<file path="src/rtl/data_mem_ctrl.sv">
// Data memory controller: turns one load/store request from the execute/memory
// stage into a single handshaked bus transaction. It formats load data by size
// and sign, generates store byte enables and lane-replicated write data, and
// stalls the pipeline until the access completes, faults or times out.
module data_mem_ctrl #(
    parameter int TIMEOUT_CYCLES = 16,  // 0 disables the request timeout
    parameter int ADDR_W         = 32
) (
    input  logic              clk,
    input  logic              rst_n,
    // Request from the control unit / execute stage
    input  logic              mem_read,
    input  logic              mem_write,
    input  logic [2:0]        funct3,
    input  logic [ADDR_W-1:0] addr,
    input  logic [31:0]       wdata,
    // Pipeline side results
    output logic              stall,
    output logic [31:0]       rdata,
    output logic              rdata_valid,
    output logic              misaligned,
    output logic              err,
    // Data memory bus
    output logic              bus_req,
    output logic              bus_we,
    output logic [ADDR_W-1:0] bus_addr,
    output logic [31:0]       bus_wdata,
    output logic [3:0]        bus_be,
    input  logic              bus_ack,
    input  logic [31:0]       bus_rdata,
    input  logic              bus_err
);

    // ------------------------------------------------------------------
    // State encoding
    // ------------------------------------------------------------------
    localparam logic [1:0] ST_IDLE = 2'd0;
    localparam logic [1:0] ST_REQ  = 2'd1;
    localparam logic [1:0] ST_DONE = 2'd2;

    // Access size field (funct3[1:0]) shared by loads and stores
    localparam logic [1:0] SZ_BYTE = 2'b00;
    localparam logic [1:0] SZ_HALF = 2'b01;
    localparam logic [1:0] SZ_WORD = 2'b10;

    // Load encodings that need sign/zero handling
    localparam logic [2:0] F3_LB  = 3'b000;
    localparam logic [2:0] F3_LH  = 3'b001;
    localparam logic [2:0] F3_LW  = 3'b010;
    localparam logic [2:0] F3_LBU = 3'b100;
    localparam logic [2:0] F3_LHU = 3'b101;

    // Timeout counter only needs to reach TIMEOUT_CYCLES-1: the abort fires
    // on the edge that would complete the TIMEOUT_CYCLES-th unacked cycle.
    localparam int              CNT_W      = (TIMEOUT_CYCLES > 2) ? $clog2(TIMEOUT_CYCLES) : 1;
    localparam bit              LP_TO_EN   = (TIMEOUT_CYCLES != 0);
    localparam logic [CNT_W-1:0] LP_TO_LAST =
        CNT_W'((TIMEOUT_CYCLES > 0) ? (TIMEOUT_CYCLES - 1) : 0);

    // ------------------------------------------------------------------
    // Registers
    // ------------------------------------------------------------------
    logic [1:0]        r_state;
    logic [CNT_W-1:0]  r_cnt;
    logic [2:0]        r_funct3;      // access type of the transaction in flight
    logic [1:0]        r_lane;        // byte lane of the transaction in flight
    logic              r_bus_req;
    logic              r_bus_we;
    logic [ADDR_W-1:0] r_bus_addr;
    logic [31:0]       r_bus_wdata;
    logic [3:0]        r_bus_be;
    logic [31:0]       r_rdata;
    logic              r_rdata_valid;
    logic              r_misaligned;
    logic              r_err;

    // ------------------------------------------------------------------
    // Combinational signals
    // ------------------------------------------------------------------
    logic              w_request;
    logic              w_f3_legal;
    logic              w_illegal;
    logic              w_misaligned;
    logic              w_accept;
    logic [3:0]        w_store_be;
    logic [31:0]       w_store_wdata;
    logic [7:0]        w_load_byte;
    logic [15:0]       w_load_half;
    logic [31:0]       w_load_data;

    assign w_request = mem_read | mem_write;

    // Classify the incoming request: illegal encoding first, then alignment.
    // NOTE: every signal gets a default at the top of an always_comb so no
    // path leaves it unassigned; otherwise synthesis infers a latch.
    always_comb begin
        w_f3_legal   = 1'b0;
        w_misaligned = 1'b0;
        if (mem_read) begin
            w_f3_legal = funct3 inside {F3_LB, F3_LH, F3_LW, F3_LBU, F3_LHU};
        end else begin
            w_f3_legal = funct3 inside {F3_LB, F3_LH, F3_LW};
        end
        w_illegal = (mem_read & mem_write) | ~w_f3_legal;
        if (funct3[1:0] == SZ_HALF) begin
            w_misaligned = addr[0];
        end else if (funct3[1:0] == SZ_WORD) begin
            w_misaligned = (addr[1:0] != 2'b00);
        end
    end

    // A request is taken onto the bus only from IDLE and only when legal.
    assign w_accept = (r_state == ST_IDLE) & w_request & ~w_illegal & ~w_misaligned;

    // Stall is combinational so the accepting cycle already holds the pipe.
    assign stall = (r_state == ST_REQ) | w_accept;

    // Build store byte enables and lane-replicated write data; loads read all lanes.
    always_comb begin
        w_store_be    = 4'b1111;
        w_store_wdata = 32'h0000_0000;
        if (!mem_read) begin
            case (funct3[1:0])
                SZ_BYTE: begin
                    w_store_be    = 4'b0001 << addr[1:0];
                    w_store_wdata = {4{wdata[7:0]}};
                end
                SZ_HALF: begin
                    w_store_be    = addr[1] ? 4'b1100 : 4'b0011;
                    w_store_wdata = {2{wdata[15:0]}};
                end
                default: begin
                    w_store_be    = 4'b1111;
                    w_store_wdata = wdata;
                end
            endcase
        end
    end

    // Extract the addressed byte/half of the returned word and extend it.
    always_comb begin
        case (r_lane)
            2'd0:    w_load_byte = bus_rdata[7:0];
            2'd1:    w_load_byte = bus_rdata[15:8];
            2'd2:    w_load_byte = bus_rdata[23:16];
            default: w_load_byte = bus_rdata[31:24];
        endcase
        w_load_half = r_lane[1] ? bus_rdata[31:16] : bus_rdata[15:0];
        case (r_funct3)
            F3_LB:   w_load_data = {{24{w_load_byte[7]}}, w_load_byte};
            F3_LBU:  w_load_data = {24'h00_0000, w_load_byte};
            F3_LH:   w_load_data = {{16{w_load_half[15]}}, w_load_half};
            F3_LHU:  w_load_data = {16'h0000, w_load_half};
            default: w_load_data = bus_rdata;
        endcase
    end

    // Transaction FSM: accept in IDLE, hold the bus in REQ, release in DONE.
    // NOTE: state is updated with non-blocking assignments so every register
    // samples the pre-edge values, independent of statement order.
    always_ff @(posedge clk) begin
        if (!rst_n) begin
            r_state       <= ST_IDLE;
            r_cnt         <= '0;
            r_funct3      <= 3'b000;
            r_lane        <= 2'b00;
            r_bus_req     <= 1'b0;
            r_bus_we      <= 1'b0;
            r_bus_addr    <= '0;
            r_bus_wdata   <= 32'h0000_0000;
            r_bus_be      <= 4'b0000;
            r_rdata       <= 32'h0000_0000;
            r_rdata_valid <= 1'b0;
            r_misaligned  <= 1'b0;
            r_err         <= 1'b0;
        end else begin
            // Result flags are single-cycle pulses unless re-asserted below.
            r_rdata_valid <= 1'b0;
            r_misaligned  <= 1'b0;
            r_err         <= 1'b0;

            case (r_state)
                ST_IDLE: begin
                    if (w_request) begin
                        if (w_illegal) begin
                            r_err <= 1'b1;
                        end else if (w_misaligned) begin
                            r_misaligned <= 1'b1;
                        end else begin
                            r_bus_req   <= 1'b1;
                            r_bus_we    <= mem_write;
                            r_bus_addr  <= {addr[ADDR_W-1:2], 2'b00};
                            r_bus_wdata <= w_store_wdata;
                            r_bus_be    <= w_store_be;
                            r_funct3    <= funct3;
                            r_lane      <= addr[1:0];
                            r_cnt       <= '0;
                            r_state     <= ST_REQ;
                        end
                    end
                end

                ST_REQ: begin
                    if (bus_ack) begin
                        r_bus_req <= 1'b0;
                        if (bus_err) begin
                            r_err <= 1'b1;
                        end else if (!r_bus_we) begin
                            r_rdata       <= w_load_data;
                            r_rdata_valid <= 1'b1;
                        end
                        r_state <= ST_DONE;
                    end else if (LP_TO_EN && (r_cnt == LP_TO_LAST)) begin
                        r_bus_req <= 1'b0;
                        r_err     <= 1'b1;
                        r_state   <= ST_DONE;
                    end else begin
                        r_cnt <= r_cnt + CNT_W'(1);
                    end
                end

                ST_DONE: begin
                    // Inputs here still belong to the finished instruction.
                    r_cnt   <= '0;
                    r_state <= ST_IDLE;
                end

                default: begin
                    r_bus_req <= 1'b0;
                    r_cnt     <= '0;
                    r_state   <= ST_IDLE;
                end
            endcase
        end
    end

    // ------------------------------------------------------------------
    // Output mapping
    // ------------------------------------------------------------------
    assign rdata       = r_rdata;
    assign rdata_valid = r_rdata_valid;
    assign misaligned  = r_misaligned;
    assign err         = r_err;
    assign bus_req     = r_bus_req;
    assign bus_we      = r_bus_we;
    assign bus_addr    = r_bus_addr;
    assign bus_wdata   = r_bus_wdata;
    assign bus_be      = r_bus_be;

endmodule

</file>
<file path="config.mk">
export PLATFORM = sky130hd
export DESIGN_NAME = data_mem_ctrl
export DESIGN_NICKNAME = d
export VERILOG_FILES = /design/src/rtl/data_mem_ctrl.sv
export SDC_FILE = /design/constraint.sdc
export NUM_CORES = 1
export LEC_CHECK = 0
export BUFFER_PORTS_ARGS = -buffer_cell sky130_fd_sc_hd__buf_2
export CORE_MARGIN = 1.5
export CORE_UTILIZATION = 50
export DETAILED_ROUTE_END_ITERATION = 10
export GPL_TIMING_DRIVEN = 0
export PLACE_DENSITY_LB_ADDON = 0.15
export SLEW_MARGIN = 20
export SYNTH_ARGS = -nofsm -noshare
export SYNTH_HDL_FRONTEND = slang
export SYNTH_SLANG_ARGS = --single-unit
</file>
<file path="constraint.sdc">
create_clock -name clk -period 2.9 [get_ports clk]
set_input_delay 0.435 -clock clk [delete_from_list [all_inputs] [get_ports clk]]
set_output_delay 0.435 -clock clk [all_outputs]
set_load 0.1 [all_outputs]
</file>
# [Yosys cells after proc, flatten, opt, wreduce, memory -nomap -nowiden]
# Index checks and enable logic that the tools add are counted.
[classes] n_addsub=1 mul=0 n_div=0 magnitude_cmp=0 eq_ne=20 shifts=1 mux=37 n_bitwise=18 n_reduce_logical=15
[ops] operator="32-bit case mux with 4 select lines" n=1
[ops] operator="32-bit case mux with 2 select lines" n=1
[ops] operator="32-bit 2-to-1 mux" n=1
[ops] operator="4-bit 2-to-1 mux" n=7
[ops] operator="8-bit case mux with 3 select lines" n=1
[ops] operator="16-bit 2-to-1 mux" n=1
[ops] operator="4-bit case mux with 2 select lines" n=2
[ops] operator="1-bit 2-to-1 mux" n=15
[ops] operator="3-bit == test, second input constant" n=4
[ops] operator="4-bit AND reduction" n=3
[ops] operator="1-bit inverter" n=11
[ops] operator="2-bit 2-to-1 mux" n=5
[ops] operator="2-bit inequality test, second input constant" n=5
[ops] operator="5-bit AND reduction" n=2
[ops] operator="4-bit OR reduction" n=2
[ops] operator="2-bit by 1-bit == test with 1-bit output, second input constant" n=3
[ops] operator="2-bit == test, second input constant" n=3
[ops] operator="3-bit by 1-bit == test with 1-bit output, second input constant" n=2
[ops] operator="2-bit logical NOT" n=3
[ops] operator="3-bit logical NOT" n=2
[ops] operator="5-bit nonzero test" n=1
[ops] operator="4-bit by 1-bit adder with 4-bit output, second input constant" n=1
[ops] operator="1-bit AND" n=4
[ops] operator="4-bit == test, second input constant" n=1
[ops] operator="9 further kinds" n=11
[word_totals] regBits=114 latch_bits=0 ram_bits=0 rom_bits=0 in_bits=105 output_inout_bits=106 elab_cells=105 memories=0

# [Longest topological paths before layout]
# Gate-level depths: netlist of the first run.
[depth] ltp_word=9 depth_mapped=7 mapped_depth_nobuf=5

# [Worst setup path after synthesis of the first run]
# Ideal clock, no wire load.
[synth_path] path_kind="input to output" from="input port funct3[0]" to="output port stall" t_arrival_ns=1.960 required_ns=2.465 slack_ns=0.505 path_stages=6 path_buffers=2 path_cell_list="buf_6 > o21ai_1 > a32o_1 > buf_2 > and2_1 > o21a_1"
[synth_between] elab_chain_len=9 elab_cells_between_ends=19 classes_between="6 x eq/ne; 3 x mux; 7 x bitwise; 3 x reduce/logical"
[synth_rtl] item="start, declared" line_no="14" source="input logic [2:0] funct3,"
[synth_rtl] item="3-bit by 1-bit == test with 1-bit output, or another cell as far along" line_no="100, 102"
[synth_rtl] item="5-bit nonzero test or 3-bit nonzero test (tied branches)" line_no="100, 102"
[synth_rtl] item="1-bit 2-to-1 mux" line_no="99" source="if (mem_read) begin"
[synth_rtl] item="1-bit inverter" line_no="104" source="w_illegal = (mem_read & mem_write) | ~w_f3_legal;"
[synth_rtl] item="1-bit bitwise OR" line_no="104"
[synth_rtl] item="1-bit inverter (no source line)"
[synth_rtl] item="1-bit AND" line_no="113" source="assign w_accept = (r_state == ST_IDLE) & w_request & ~w_illegal & ~w_misaligned;"
[synth_rtl] item="1-bit AND (*)" line_no="113"
[synth_rtl] item="1-bit bitwise OR (*)" line_no="116" source="assign stall = (r_state == ST_REQ) | w_accept;"
[synth_rtl] item="end, declared" line_no="18" source="output logic stall,"
# Mark *: on every way between the ends. The rest lies on a longest branch, timed or not.

# [Worst setup path after layout of the first run]
[layout_path] from="register r_state[0]" to="output port stall"
[layout_between] elab_chain_len=5 elab_cells_between_ends=6 classes_between="1 x eq/ne; 4 x bitwise; 1 x reduce/logical"
[layout_rtl] item="start, declared" line_no="63" source="logic [1:0] r_state;"
[layout_rtl] item="start signal, assigned" line_no="163" source="r_state <= ST_IDLE;"
[layout_rtl] item="start signal, assigned" line_no="198" source="r_state <= ST_REQ;"
[layout_rtl] item="start signal, assigned" line_no="212" source="r_state <= ST_DONE;"
[layout_rtl] item="2-bit logical NOT" line_no="113"
[layout_rtl] item="1-bit AND (3 in a row)" line_no="113"
[layout_rtl] item="1-bit bitwise OR (*)" line_no="116"
# Marked as above.

==> results of run 1 <==
==> registers in the layout, summed over array words and instances (netlist names) <==
register and count:
r_state 2, r_cnt 4, bus_addr 30, r_funct3 3
rdata_valid 1, bus_we 1, bus_wdata 32, rdata 32
r_lane 2, bus_req 1, err 1, misaligned 1
bus_be 4
==> report_power, final <==
part | switching, µW | total [µW] | internal [µW]
combinational | 725 | 952 | 227
clock | 670 | 1970 | 1300
sequential | 31.4 | 1660 | 1630
==> per-layer routing <==
metal | up-vias | GRT usage (%)
met3 | 31 | 7.91
li1 | 2723 | -
met1 | 2604 | 35.9
met5 | - | 0
met2 | 276 | 48.7
met4 | 0 | 10.1
==> worst min-delay path by stage <==
stage / startpoint / slack, ns / cells after the start / to
final: addr[24] / 0.17 / 3 / bus_addr[24]
after global routing: addr[31] / 0.16 / 3 / bus_addr[31]
after CTS: addr[24] / 0.16 / 3 / bus_addr[24]
after detailed placement: bus_wdata[11] / 0.44 / 2 / bus_wdata[11]
after global placement: bus_wdata[9] / 0.44 / 2 / bus_wdata[9]
after floorplan: r_cnt[1] / 0.48 / 2 / r_cnt[1]
==> kinds of logic (layout without fill, tap and decap cells) <==
logic type,count (synthesis),in the layout,share of synthesized area (%)
compound gates,219,219,23.5
xor+xnor,1,1,0.165
fa+ha+maj,1,1,0.236
buf+inv,65,301,5.98
flops,114,114,43.1
mux,53,53,10.3
other cells,1,2,0.0708
simple gates,187,187,16.6
==> critical path, cell delays in order (launching register included) <==
cell and delay, ns:
dfxtp_1 0.38, nor4b_2 0.34, a32o_1 0.16, buf_2 0.19
and2_1 0.27, o21a_1 0.14, clkbuf_4 0.32
==> layout by cell type (no fill, tap or decap), types with 10 or more instances in the layout <==
| cell | synthesis | routed |
|---|---|---|
| buf_2 | 17 | 221 |
| dfxtp_1 | 114 | 114 |
| o21ai_0 | 98 | 98 |
| nand2_1 | 93 | 93 |
| a21oi_1 | 78 | 78 |
| nand3_1 | 46 | 46 |
| mux2i_1 | 42 | 42 |
| clkbuf_1 | 30 | 35 |
| clkbuf_16 | 0 | 16 |
| nor2_1 | 11 | 11 |
| mux2_2 | 11 | 11 |
| nor2b_1 | 10 | 10 |
==> repair_timing <==
item / CTS / global route
setup buffers: 0 / 0
endpoints found under the setup margin: 0 / 1
hold endpoints to repair: 0 / 0
gates resized for setup: 0 / 1
==> cell type report <==
type                    instances  area [µm²]
clock buffers                  26         488
well taps                     136         170
repair buffers                205        1030
multi-input cells             463        2700
inverters                       8        30.0
fillers                       884        3220
flip-flops and latches        114        2280
clock inverters                 5        75.1
plain buffers                  57         287
==> stage by stage <==
stage          util (%)  instances  hold WS, ns
2_1_floorplan         -        642        0.475
3_3_place_gp       63.2        983        0.441
3_5_place_dp       63.2        983        0.445
4_1_cts            68.7       1014        0.156
5_1_grt            68.7       1014        0.159
6_report           68.7       1014        0.168
==> impl_metrics.yaml, run 1 <==
clocking:
  cts_root_buf: "clkbuf_8"
  clockBufferDepth: 2
  htree_levels: 4
  cts.sinks: 114
  clkTransAtPathRegs_ns: 0.05
  postCtsHoldBufs: 0
  clkLatencyLatePin_ns: 0.52
  cts_tree: "done"
  numCtsBuffers: 17
yosys:
  synth_async_sr_flop_share_pct: 0
  synth.largest_area_cell: "dfxtp_1"
  synth_flop_cell: "dfxtp_1"
  synth_top_area_share_pct: 43.1
  netlist_area_mm2: 0.00529
  yosysWarnings: 0
  synth_cell_types: 49
  syn_inst: 641
  ys_seq_area_share_pct: 43.1
  ys_ff_latch: 114
  synth.top_cells.by_count: "dfxtp_1 (114), o21ai_0 (98), nand2_1 (93)"
  synth_area_leaders: "dfxtp_1 (43%), o21ai_0 (9.3%), mux2i_1 (7.9%)"
  synth_area_per_cell_um2: 8.26
  yosysMostFrequentCell: "dfxtp_1"
  synth_enable_flop_cells: 0
drt:
  wire_per_inst_um: 16.2
  firstDrtPassIters: 5
  drt-total-wl_mm: 16.4
  drc: 0
  wl_met1_mm: 6.77
  postRouteAntennaNets: 0
  vias_per_cell: 5.56
  vias: 5634
  highest_layer: "met4"
  met3_length_mm: 1.34
  dr_wl_met2_mm: 8.01
  drtIter0Drc: 347
grt:
  antenna_found_initial: 0
  gr-usage-all-layers_pct: 29.0
  gr-total-overflow: 0
  grt_start_max_net_pins: 17
  grt_pass1_wl_mm: 25.7
  grt_pass1_vias: 5274
setup_path:
  crit_start: "r_state[0]"
  rr_startpoint: "r_state[1]"
  r2r_slack_ns: 0.90
  crit_type: "flip-flop to output pin"
  rr_endpoint: "rdata[22]"
  r2r_cells: 6
  required_ns: 2.47
  cp_max_fo: 7
  end_kind: "output pin"
  worst_ep_arrival_time_ns: 2.32
  crit_end: "stall"
  worstSetupStartpointType: "flip-flop"
timing:
  tns_ns: 0
  rsz0062_at_grt: "no"
  slew_violations: 0
  post-route-period-util_pct: 94.9
  worstMarginPinSlew_ns: 0.598
  hold_viol: 0
  skew_ns: 0.00687
  finalWorstSetupSlack_ns: 0.147
  relSlewSlack_pct: 60.2
  finalSetupViolations: 0
  min_period_ns: 2.75
  max_freq_ghz: 0.363
power_and_ir_drop:
  peakVddDrop_mv: 0.363
  p_leak_uw: 0.00316
  total_power_uw: 4590
  power_density_mw_per_mm2: 650
placement:
  io_buffers: 205
  dpl.hpwl_mm: 12.2
  placed_area_mm2: 0.00649
  gp_congestion: 0.888
  place_ws_ns: 0.428
floorplanning:
  start_util_pct: 51.5
  row_count: 37
  fp.dieArea_mm2: 0.0112
  fp.dieH_um: 106
  pin_count: 211
  die_w_um: 106
  core_mm2: 0.0103
final_layout:
  fin_area_mm2: 0.00706
  num-nets-final: 972
  insertedDiodeCount: 0
  area_growth_pct: 33.3
  final_layout_size_suffix_gt1_share_pct: 32.0
outcome:
  status: "finished, final reports clean"
flow_run:
  drv_cap: 0
worst_hold_path:
  worstHoldPathType: "input pin to flip-flop"
(Power assumes the default switching activity.)
==> inputs of run 2 (changes only) <==
--- a/config.mk
+++ b/config.mk
@@ -6,6 +6,7 @@
 export NUM_CORES = 1
 export LEC_CHECK = 0
 export BUFFER_PORTS_ARGS = -buffer_cell sky130_fd_sc_hd__buf_2
+export CORE_ASPECT_RATIO = 1.2
 export CORE_MARGIN = 1.5
 export CORE_UTILIZATION = 50
 export DETAILED_ROUTE_END_ITERATION = 10
==> impl_metrics.yaml, run 2 (synthesis results as in run 1) <==
final_layout:
  layout_common_cells: "buf_2 (222), dfxtp_1 (114), o21ai_0 (98), nand2_1 (93), a21oi_1 (78)"
  area_growth_pct: 34.8
  final_layout_size_suffix_gt1_share_pct: 32.3
  final_common_cell: "buf_2"
  num-nets-final: 972
  utilization_pct: 70.2
  insertedDiodeCount: 0
drt:
  vias_per_cell: 5.70
  drt-total-wl_mm: 16.5
  wire_per_inst_um: 16.4
  firstDrtPassIters: 5
  vias: 5726
  postRouteAntennaNets: 0
  drc: 0
  drtIter0Drc: 379
timing:
  relSlewSlack_pct: 56.5
  post-route-period-util_pct: 94.7
  finalSetupViolations: 0
  whs_ns: 0.273
  slew_violations: 0
  rsz0062_at_grt: "no"
  worstMarginPinSlew_ns: 0.652
  min_period_ns: 2.75
  max_freq_ghz: 0.364
  hold_viol: 0
  skew_ns: 0.00600
  tns_ns: 0
worst_hold_path:
  worstHoldPathType: "input pin to flip-flop"
  holdPathStages: 3
  min_to: "bus_addr[23]"
  hold_start: "addr[23]"
grt:
  gr-total-overflow: 0
  grt_pass1_wl_mm: 26.3
  gr-usage-all-layers_pct: 29.1
  grt_pass1_vias: 5442
  grt_start_max_net_pins: 17
  antenna_found_initial: 0
power_and_ir_drop:
  power_density_mw_per_mm2: 690
  peakVddDrop_mv: 0.389
  p_leak_uw: 0.00320
setup_path:
  worst_path_dominant_cell_family: "simple AND/OR/NAND/NOR gates"
  end_kind: "output pin"
  cp_num_buf_inv: 2
  r2r_cells: 6
  crit_top_cell: "buf_2"
  max_stage_delay_ns: 0.42
  r2r_slack_ns: 0.98
  cp_max_fo: 7
  cp_cell_sequence: "nor4b_2 -> a32o_1 -> buf_2 -> and2_1 -> o21a_1 -> buf_2"
  cpMaxStageDelayCell: "buf_2"
  worstSetupStartpointType: "flip-flop"
  rr_endpoint: "rdata[28]"
  rr_startpoint: "r_state[1]"
  crit_type: "flip-flop to output pin"
  crit_start: "r_state[0]"
  required_ns: 2.47
  worst_ep_arrival_time_ns: 2.31
floorplanning:
  row_count: 40
  core_mm2: 0.0102
  fp.dieH_um: 116
  start_util_pct: 52.1
  pin_count: 211
  fp.dieArea_mm2: 0.0112
  die_w_um: 96.9
clocking:
  htree_levels: 4
  cts_tree: "done"
  postCtsHoldBufs: 0
  clkTransAtPathRegs_ns: 0.05
  clockBufferDepth: 2
  cts.sinks: 114
  clkLatencyLatePin_ns: 0.41
  cts-resized-gates: 0
  post_cts_buffers: 0
  cts_root_buf: "clkbuf_16"
  numCtsBuffers: 17
placement:
  dpl.hpwl_mm: 12.2
  io_buffers: 205
  gp_congestion: 0.880
flow_run:
  drv_cap: 0
outcome:
  status: "finished, final reports clean"
[run 2: cell count changes in the layout (fill, tap and decap cells not counted)]
cell,previous run,this run
bufinv_16,2,5
clkinv_2,3,2
buf_2,221,222
clkbuf_4,1,0
clkbuf_1,35,33
clkinvlp_4,0,1
clkbuf_8,5,3
clkinv_4,0,1
clkbuf_16,16,17
[run 2: worst max-delay path by stage]
stage               endpoint  slack [ns]  cells after the start
finish                 stall        0.15                      6
global route           stall        0.04                      6
CTS                    stall        0.17                      6
detailed placement     stall        0.44                      7
global placement       stall        0.43                      7
floorplan              stall        0.50                      6
[run 2: report_power, final]
part / total (µW) / internal (µW) / switching (µW)
Combinational: 955 / 227 / 729
Clock: 2310 / 1590 / 717
Sequential: 1660 / 1630 / 30.5
Total: 4920 / 3450 / 1480
[run 2: area by class of cell]
class / count / area, µm²
Sequential cell: 114 / 2280
Inverter: 8 / 30.0
Clock inverter: 9 / 176
Timing Repair Buffer: 205 / 1030
Clock buffer: 23 / 478
Multi-Input combinational cell: 463 / 2700
Fill cell: 842 / 3020
Tap cell: 126 / 158
Buffer: 57 / 287
[run 2: tightest hold or removal path, delay by kind of cell]
kind | cells | cell delay (ns)
buffers and inverters | 1 | 0.10
and+or+nand+nor | 1 | 0.05
AOI/OAI and AO/OA | 1 | 0.05
[run 2: per-layer routing]
metal / vias up / GRT usage [%] / wire length [µm]
met5: - / 0 / 0
met2: 292 / 51.9 / 8270
met1: 2682 / 33.2 / 6460
li1: 2717 / - / -
met3: 35 / 8.62 / 1350
met4: 0 / 11.1 / 425
[run 2: metrics by stage]
step                      std cells  power, µW  instance area, µm²  setup slack [ns]
after floorplan                 642       2400                5300             0.505
after global placement          973       2620                6480             0.434
after CTS                      1005       4930                7140             0.169
after global routing           1005       5060                7140            0.0373
after detailed placement        973       2630                6480             0.441
final                          1005       4920                7140             0.153
